`config.mk`:
```
export PLATFORM = sky130hd
export DESIGN_NAME = tick_prescaler
export DESIGN_NICKNAME = d
export VERILOG_FILES = /design/src/rtl/tick_prescaler_pkg.sv /design/src/rtl/tick_prescaler_counter.sv /design/src/rtl/tick_prescaler.sv
export SDC_FILE = /design/constraint.sdc
export NUM_CORES = 1
export LEC_CHECK = 0
export CORE_MARGIN = 2
export CORE_UTILIZATION = 39
export CTS_CLUSTER_SIZE = 8
export DETAILED_ROUTE_END_ITERATION = 6
export GPL_TIMING_DRIVEN = 0
export PLACE_DENSITY_LB_ADDON = 0.25
export SYNTH_ARGS = -nofsm -noshare
export SYNTH_HDL_FRONTEND = slang
export SYNTH_SLANG_ARGS = --single-unit
```
`constraint.sdc`:
```
create_clock -name clk -period 1.7 [get_ports clk]
set_input_delay 0.34 -clock clk [delete_from_list [all_inputs] [get_ports clk]]
set_output_delay 0.34 -clock clk [all_outputs]
set_load 0.03 [all_outputs]
```
`src/rtl/tick_prescaler_pkg.sv`:
```
// Shared timing-chain definitions for the LED matrix controller.
// Holds the prescaler FSM state encoding and the default divisors used when
// chaining prescalers (100 us -> 1 ms -> 10 ms).
package tick_prescaler_pkg;

  typedef enum logic {
    ST_IDLE = 1'b0,
    ST_RUN  = 1'b1
  } state_t;

  localparam int unsigned DIV_100US_TO_MS = 10;
  localparam int unsigned DIV_MS_TO_10MS  = 10;

endpackage

```
`src/rtl/tick_prescaler_counter.sv`:
```
// tick_counter: CNT_W-wide tick counter with clear, increment and a terminal
// compare against a supplied limit.
// Ports:
//   clk      - system clock
//   rst      - synchronous active-low reset
//   clr      - clear count to 0 (wins over inc)
//   inc      - increment count by 1
//   limit    - terminal value (effective divisor minus one)
//   count    - current count
//   terminal - count == limit
module tick_counter #(
  parameter int unsigned CNT_W = 4
) (
  input  logic             clk,
  input  logic             rst,
  input  logic             clr,
  input  logic             inc,
  input  logic [CNT_W-1:0] limit,
  output logic [CNT_W-1:0] count,
  output logic             terminal
);

  always_ff @(posedge clk) begin
    if (!rst) begin
      count <= '0;
    end else if (clr) begin
      count <= '0;
    end else if (inc) begin
      count <= count + CNT_W'(1);
    end
  end

  assign terminal = (count == limit);

endmodule

```
`src/rtl/tick_prescaler.sv`:
```
// tick_prescaler: divides input ticks by a runtime-loadable divisor and emits
// a registered one-clock output tick on every DIV-th input tick.
// Cascadable: pulseOut of one instance feeds pulseIn of the next.
// Ports:
//   clk      - system clock, posedge
//   rst      - synchronous active-low reset
//   pulseIn  - input tick
//   start    - arm counting / retrigger while running
//   stop     - abort counting
//   oneShot  - 1: return to idle after the first output tick
//   divLoad  - load divIn into the divisor register (clears count)
//   divIn    - new divisor; 0 behaves as 1
//   pulseOut - output tick, one clock wide, 1 clk after the terminal input tick
//   count    - current tick count, 0..eff-1
//   busy     - registered (state == RUN)
module tick_prescaler
  import tick_prescaler_pkg::*;
#(
  parameter int unsigned CNT_W       = 4,
  parameter int unsigned DEFAULT_DIV = DIV_100US_TO_MS
) (
  input  logic             clk,
  input  logic             rst,
  input  logic             pulseIn,
  input  logic             start,
  input  logic             stop,
  input  logic             oneShot,
  input  logic             divLoad,
  input  logic [CNT_W-1:0] divIn,
  output logic             pulseOut,
  output logic [CNT_W-1:0] count,
  output logic             busy
);

  state_t           state;
  state_t           state_next;
  logic [CNT_W-1:0] divisor;
  logic [CNT_W-1:0] limit;
  logic             terminal;
  logic             cnt_clr;
  logic             cnt_inc;
  logic             tick_next;

  // Divisor 0 is treated as 1, so the terminal count is 0 in both cases.
  assign limit = (divisor == '0) ? '0 : divisor - CNT_W'(1);

  always_ff @(posedge clk) begin
    if (!rst) begin
      divisor <= CNT_W'(DEFAULT_DIV);
    end else if (!stop && divLoad) begin
      divisor <= divIn;
    end
  end

  tick_counter #(
    .CNT_W(CNT_W)
  ) u_counter (
    .clk      (clk),
    .rst      (rst),
    .clr      (cnt_clr),
    .inc      (cnt_inc),
    .limit    (limit),
    .count    (count),
    .terminal (terminal)
  );

  always_ff @(posedge clk) begin
    if (!rst) begin
      state    <= ST_IDLE;
      pulseOut <= 1'b0;
      busy     <= 1'b0;
    end else begin
      state    <= state_next;
      pulseOut <= tick_next;
      busy     <= (state_next == ST_RUN);
    end
  end

  // Strict priority chain: each higher-priority control suppresses all lower
  // ones, including the pulseIn of the same cycle.
  always_comb begin
    state_next = state;
    cnt_clr    = 1'b0;
    cnt_inc    = 1'b0;
    tick_next  = 1'b0;
    if (stop) begin
      state_next = ST_IDLE;
      cnt_clr    = 1'b1;
    end else if (divLoad) begin
      cnt_clr = 1'b1;
    end else if (start) begin
      state_next = ST_RUN;
      cnt_clr    = 1'b1;
    end else if (state == ST_RUN && pulseIn) begin
      if (terminal) begin
        cnt_clr   = 1'b1;
        tick_next = 1'b1;
        if (oneShot) begin
          state_next = ST_IDLE;
        end
      end else begin
        cnt_inc = 1'b1;
      end
    end
  end

endmodule

```
* Word level (Yosys, flattened, before mapping)
Cells that the tools add are included. W data, S select, Z words.
Storage, ports and cells: register bits 10, bits in latches 0, memory bits (writable) 0, bits in read-only memories 0, input bits 11, output and inout bits 6, word-level logic and storage cells 35, memories kept 0
Operators by class: add/subtract/negate cells 2, multiply operators 0, div/mod/pow operators 0, magnitude comparators 0, equality and inequality tests 1, shift operators 0, mux-type cells 15, bitwise logic cells 2, reduce and logical (&&, ||, !) cells 11
Operator list (number):
- $mux W1 | 14
- $reduce_bool A2 Y1 | 3
- $add A4 B1 Y4 const B | 1
- $eq A4 B4 Y1 | 1
- $logic_not A4 Y1 | 1
- $mux W4 | 1
- $reduce_and A4 Y1 | 1
- $reduce_or A2 Y1 | 2
- $reduce_or A4 Y1 | 1
- $sub A4 B1 Y4 const B | 1
- $logic_and A1 B1 Y1 | 2
- $not A1 Y1 | 2
- $logic_not A1 Y1 | 1

* Logic depth before layout (Yosys ltp)
depth in word-level cells 9, gate-level depth with buffers 6, depth with buffers taken out 6

* Cells and area by module
From an unflattened synthesis, not the netlist that was laid out.
Unflattened totals: cell total of the unflattened synthesis 60, area, all modules 533.0 sq um
By module, submodules not included:
- tick_prescaler | instances 1, cells an instance 38, area each 311.5 sq um, sequential area each 120.1 sq um
- tick_counter | instances 1, cells an instance 22, area each 221.5 sq um, sequential area each 80.1 sq um

* Least setup slack after synthesis
OpenSTA, ideal clock, no wires.
kind reg2reg, start point reg u_counter.count[0], end point reg u_counter.count[3], library setup time 0.074 ns, arrival 1.730 ns, data required time 1.626 ns, path slack -0.105 ns, cell stages (with the launch flop) 6, path buffers 0, clock period less this slack 1.805 ns, cell sequence dfxtp_1 nor3_1 a311o_1 nand4_2 or4b_1 a31oi_1
On the way: cells in the longest elaborated chain, start to end 7, elaborated cells on any way between the ends 13, classes of those cells add/sub: 1; eq/ne: 1; mux: 10; reduce/logical: 1
RTL lines:
- start: declaration | RTL line tick_prescaler_counter.sv:19 | output logic [CNT_W-1:0] count,
- start signal: assignment | RTL line tick_prescaler_counter.sv:29 | count <= count + CNT_W'(1);
- $eq A4 B4 Y1 | RTL line tick_prescaler_counter.sv:33 | assign terminal = (count == limit);
- $mux W1 | RTL line tick_prescaler.sv:95 | if (terminal) begin
- $mux W1
- $mux W1 | RTL line tick_prescaler.sv:91 | end else if (start) begin
- $mux W1 | RTL line tick_prescaler.sv:89 | end else if (divLoad) begin
- $mux W1 | RTL line tick_prescaler.sv:86 | if (stop) begin
- $reduce_or A2 Y1 (no source line)
Parallel ways exist; a longest one is shown, timed or not. A chain may end at the register's enable or synchronous reset.

* Worst setup path after layout
start point reg divisor[2], end point reg u_counter.count[3]
On the way: cells in the longest elaborated chain, start to end 9, elaborated cells on any way between the ends 15, classes of those cells add/sub: 1; eq/ne: 1; mux: 11; reduce/logical: 2
RTL lines:
- start: declaration | RTL line tick_prescaler.sv:37 | logic [CNT_W-1:0] divisor;
- start signal: assignment | RTL line tick_prescaler.sv:49 | divisor <= CNT_W'(DEFAULT_DIV);
- start signal: assignment | RTL line tick_prescaler.sv:51 | divisor <= divIn;
- $sub A4 B1 Y4 / $logic_not A4 Y1 (equally long branches) | RTL line tick_prescaler.sv:45 | assign limit = (divisor == '0) ? '0 : divisor - CNT_W'(1);
- $mux W4 (*) | RTL line tick_prescaler.sv:45
- $eq A4 B4 Y1 (*) | RTL line tick_prescaler_counter.sv:33
- $mux W1 | RTL line tick_prescaler.sv:95
- $mux W1
- $mux W1 | RTL line tick_prescaler.sv:91
- $mux W1 | RTL line tick_prescaler.sv:89
- $mux W1 | RTL line tick_prescaler.sv:86
- $reduce_or A2 Y1 (no source line)
Every way passes the cells marked *; elsewhere a longest branch is shown, timed or not.

==> run_results.csv <==
group,metric,value,unit
die,start_util,42.5,%
timing,fmax,585,MHz
clock_tree,cts.sinks,10,
final_layout,diodes,0,
pwr,p_int,411,uW
timing,hold-worst-slack,501,ps
timing,setup_viol,1,
final_layout,drive_gt1_share,14.3,%
pwr,p_seq_share,45.8,%
logic_synthesis,seq_area_frac_synth,35.8,%
logic_synthesis,synth_area_leaders,"dfxtp_1 (36%), mux2i_1 (7.2%), nand2_1 (6.7%)",
placed_design,hpwl,861,microns
status,violations,"setup timing",
logic_synthesis,yosys_warnings,0,
logic_synthesis,ys_seq_elements,10,
timing,grt_setup_unrepaired,"true",
clock_tree,clk_latency,280,ps
timing,slew_violations,0,
timing,setup_ws,-8.64,ps
logic_synthesis,synth_top_cell_by_area,"dfxtp_1",
clock_tree,cts_buffers,3,
critical_path,critPathMaxFanout,7,
hold_path,hold_class,"flop to flop",
final_layout,final_nets,104,
timing,fin_crit,1710,ps
critical_path,crit_required,1910,ps
die,coreArea,0.00132,sq mm
die,ios,17,
routing,drc,0,
logic_synthesis,syn_avg_cell_area,7.99,sq um
critical_path,critical_path_class,"flop to flop",
pwr,power.density,666,mW/mm^2
pwr,p_leak,0.000324,uW
final_layout,area_growth_syn_to_layout,45.4,%
die,die-area,0.00175,sq mm
timing,skew,9.82,ps
critical_path,crit_path_start_kind,"flop",
clock_tree,ctsHoldBuffers,0,
critical_path,r2r_cells,6,
die,num_rows,13,
routing,first_iter_violations,9,
clock_tree,cts_buffer_depth,2,
logic_synthesis,synth_ff_type,"dfxtp_1",
clock_tree,cts-root-buf,"clkbuf_4",
grt,antenna_found_initial,0,
pwr,p_total,541,uW
pwr,peakVddDrop,456,uV
critical_path,crit_arrival,1920,ps
final_layout,n_fill_cell,120,
status,run_status,"complete, but fails checks",
flow_run,maxCapViolCount,0,
pwr,p_sw_share,24.0,%
grt,grt_pass1_wl,2.03,mm
routing,postRouteAntennaNets,0,
routing,routedWlPerCell,11.7,microns
timing,hold_viol,0,
logic_synthesis,synth.distinct_cells,29,
logic_synthesis,synth_area,559,sq um
routing,dr.pass1.iters,4,
hold_path,hold-path-cell-count,2,
pwr,power_switching,130,uW
timing,maxSlewHeadroom,78.7,%
clock_tree,cts_tree,"done",
pwr,pwr-share-comb,12.9,%
clock_tree,clk_pin_slew,70,ps
timing,worst_pin_slew,319,ps
critical_path,rrSetupSlack,-9,ps
clock_tree,htreeDepth,1,
routing,viasPerCell,5.60,
placed_design,portBuffers,16,
logic_synthesis,syn_nets,82,
grt,track_usage,15.2,%
die,die_y,41.9,microns
logic_synthesis,async_flop_share,0,%
final_layout,multi_input_area,364,sq um
placed_design,finalWeightedCongestion,0.710,
logic_synthesis,synth_top_area_share,35.8,%
routing,vias,594,
critical_path,endpoint_kind,"flop",
logic_synthesis,synthCells,70,
final_layout,seqCellArea,210,sq um
grt,grt_max_degree,9,
timing,finalCritPeriodShare,101,%
logic_synthesis,synth-edff-count,0,
routing,drt_wl_total,1.24,mm
placed_design,pre_cts_ws,-138,ps
die,die_w,41.9,microns
grt,first_global_vias,496,
pwr,p_clk_share,41.3,%
grt,overflow,0,
final_layout,utilization,61.7,%
[placed cells by master (no fill, tap or decap), types with 2 or more instances in the layout]
| cell type | synthesis | layout |
|---|---|---|
| a21oi_1 | 7 | 7 |
| clkbuf_4 | 0 | 3 |
| clkdlybuf4s50_1 | 0 | 11 |
| dfxtp_1 | 10 | 6 |
| dfxtp_2 | 0 | 2 |
| dfxtp_4 | 0 | 2 |
| dlygate4sd2_1 | 0 | 3 |
| dlymetal6s2s_1 | 0 | 2 |
| inv_1 | 3 | 3 |
| mux2i_1 | 4 | 4 |
| nand2_1 | 10 | 10 |
| nand2b_1 | 3 | 3 |
| nand3_1 | 2 | 2 |
| nor2_1 | 5 | 5 |
| nor2b_1 | 3 | 3 |
| nor3_1 | 2 | 2 |
| o21ai_0 | 2 | 2 |
| o21ai_1 | 2 | 2 |
[cells in the mapped netlist (2+ instances only)]
cell	count
mux2i_1	4
o21ai_0	2
nor2_1	5
nor3_1	2
nand2_1	10
nand2b_1	3
nor2b_1	3
nand3_1	2
inv_1	3
dfxtp_1	10
o21ai_1	2
a21oi_1	7
[cells by family (layout without fill, tap and decap cells)]
logic type / after synthesis / after routing / synth area share, %
XOR/XNOR: 1 / 1 / 1.57
buffers and inverters: 4 / 25 / 2.68
AND/OR/NAND/NOR: 32 / 32 / 30.4
multiplexers: 4 / 4 / 7.16
AO/OA/AOI/OAI: 18 / 18 / 20.1
adder cells (fa/ha/maj): 1 / 1 / 2.24
flip-flops: 10 / 10 / 35.8
[final cells by class]
type / instances / area share [%]
inverter: 3 / 1.38
multi-input combinational: 56 / 44.8
tap: 15 / 2.31
sequential: 10 / 25.8
buffer: 1 / 0.462
timing repair buffer: 17 / 20.8
clock buffer: 4 / 4.46
[per-stage QoR]
stage / setup TNS, ps / cells / instance area, sq um
global placement: -89.2 / 101 / 742
finish: -8.64 / 106 / 813
global route: -106 / 106 / 813
detailed placement: -138 / 101 / 742
floorplan: 0 / 70 / 563
CTS: -11.9 / 106 / 797
[worst max-delay path, stage by stage (launching register included)]
cell	delay, ps
dfxtp_4	390
nor2_2	50
xnor2_1	110
a311o_1	400
nand4_4	140
or4b_1	430
a31oi_1	130
[what timing repair did]
| action | in CTS | in global routing |
|---|---|---|
| endpoints found under the setup margin | 4 | 6 |
| gates resized for setup | 7 | 4 |
| pin swaps | 1 | 0 |
| buffers inserted | 1 | 0 |
[path summary, 6_finish.rpt]
kind	from	end
worst max-delay path	divisor[2]	u_counter.count[3]
worst min-delay path	u_counter.count[1]	u_counter.count[1]
worst max register to register	divisor[2]	u_counter.count[3]
worst min register to register	u_counter.count[1]	u_counter.count[1]
[state kept, by name, summed over array words and instances (netlist names)]
register,count
pulseOut,1
state,1
divisor,4
u_counter.count,4
[power groups by stage]
stage,sequential (uW),clock (uW),combinational [uW]
6_report,248,223,69.8
3_3_place_gp,255,0,63.2
2_1_floorplan,254,0,31.5
3_5_place_dp,255,0,64.9
4_1_cts,248,224,66.9
5_1_grt,250,236,77.5
[routing by layer]
metal	part of all wire [%]	routed length [microns]	up-vias	track usage [%]
li1	-	-	297	-
met4	2.8	35	0	9.68
met3	5.8	72	5	3.91
met5	0	0	-	0
met2	45	560	16	24.4
met1	46	572	276	17.7
Power figures use the tool's default switching activity.
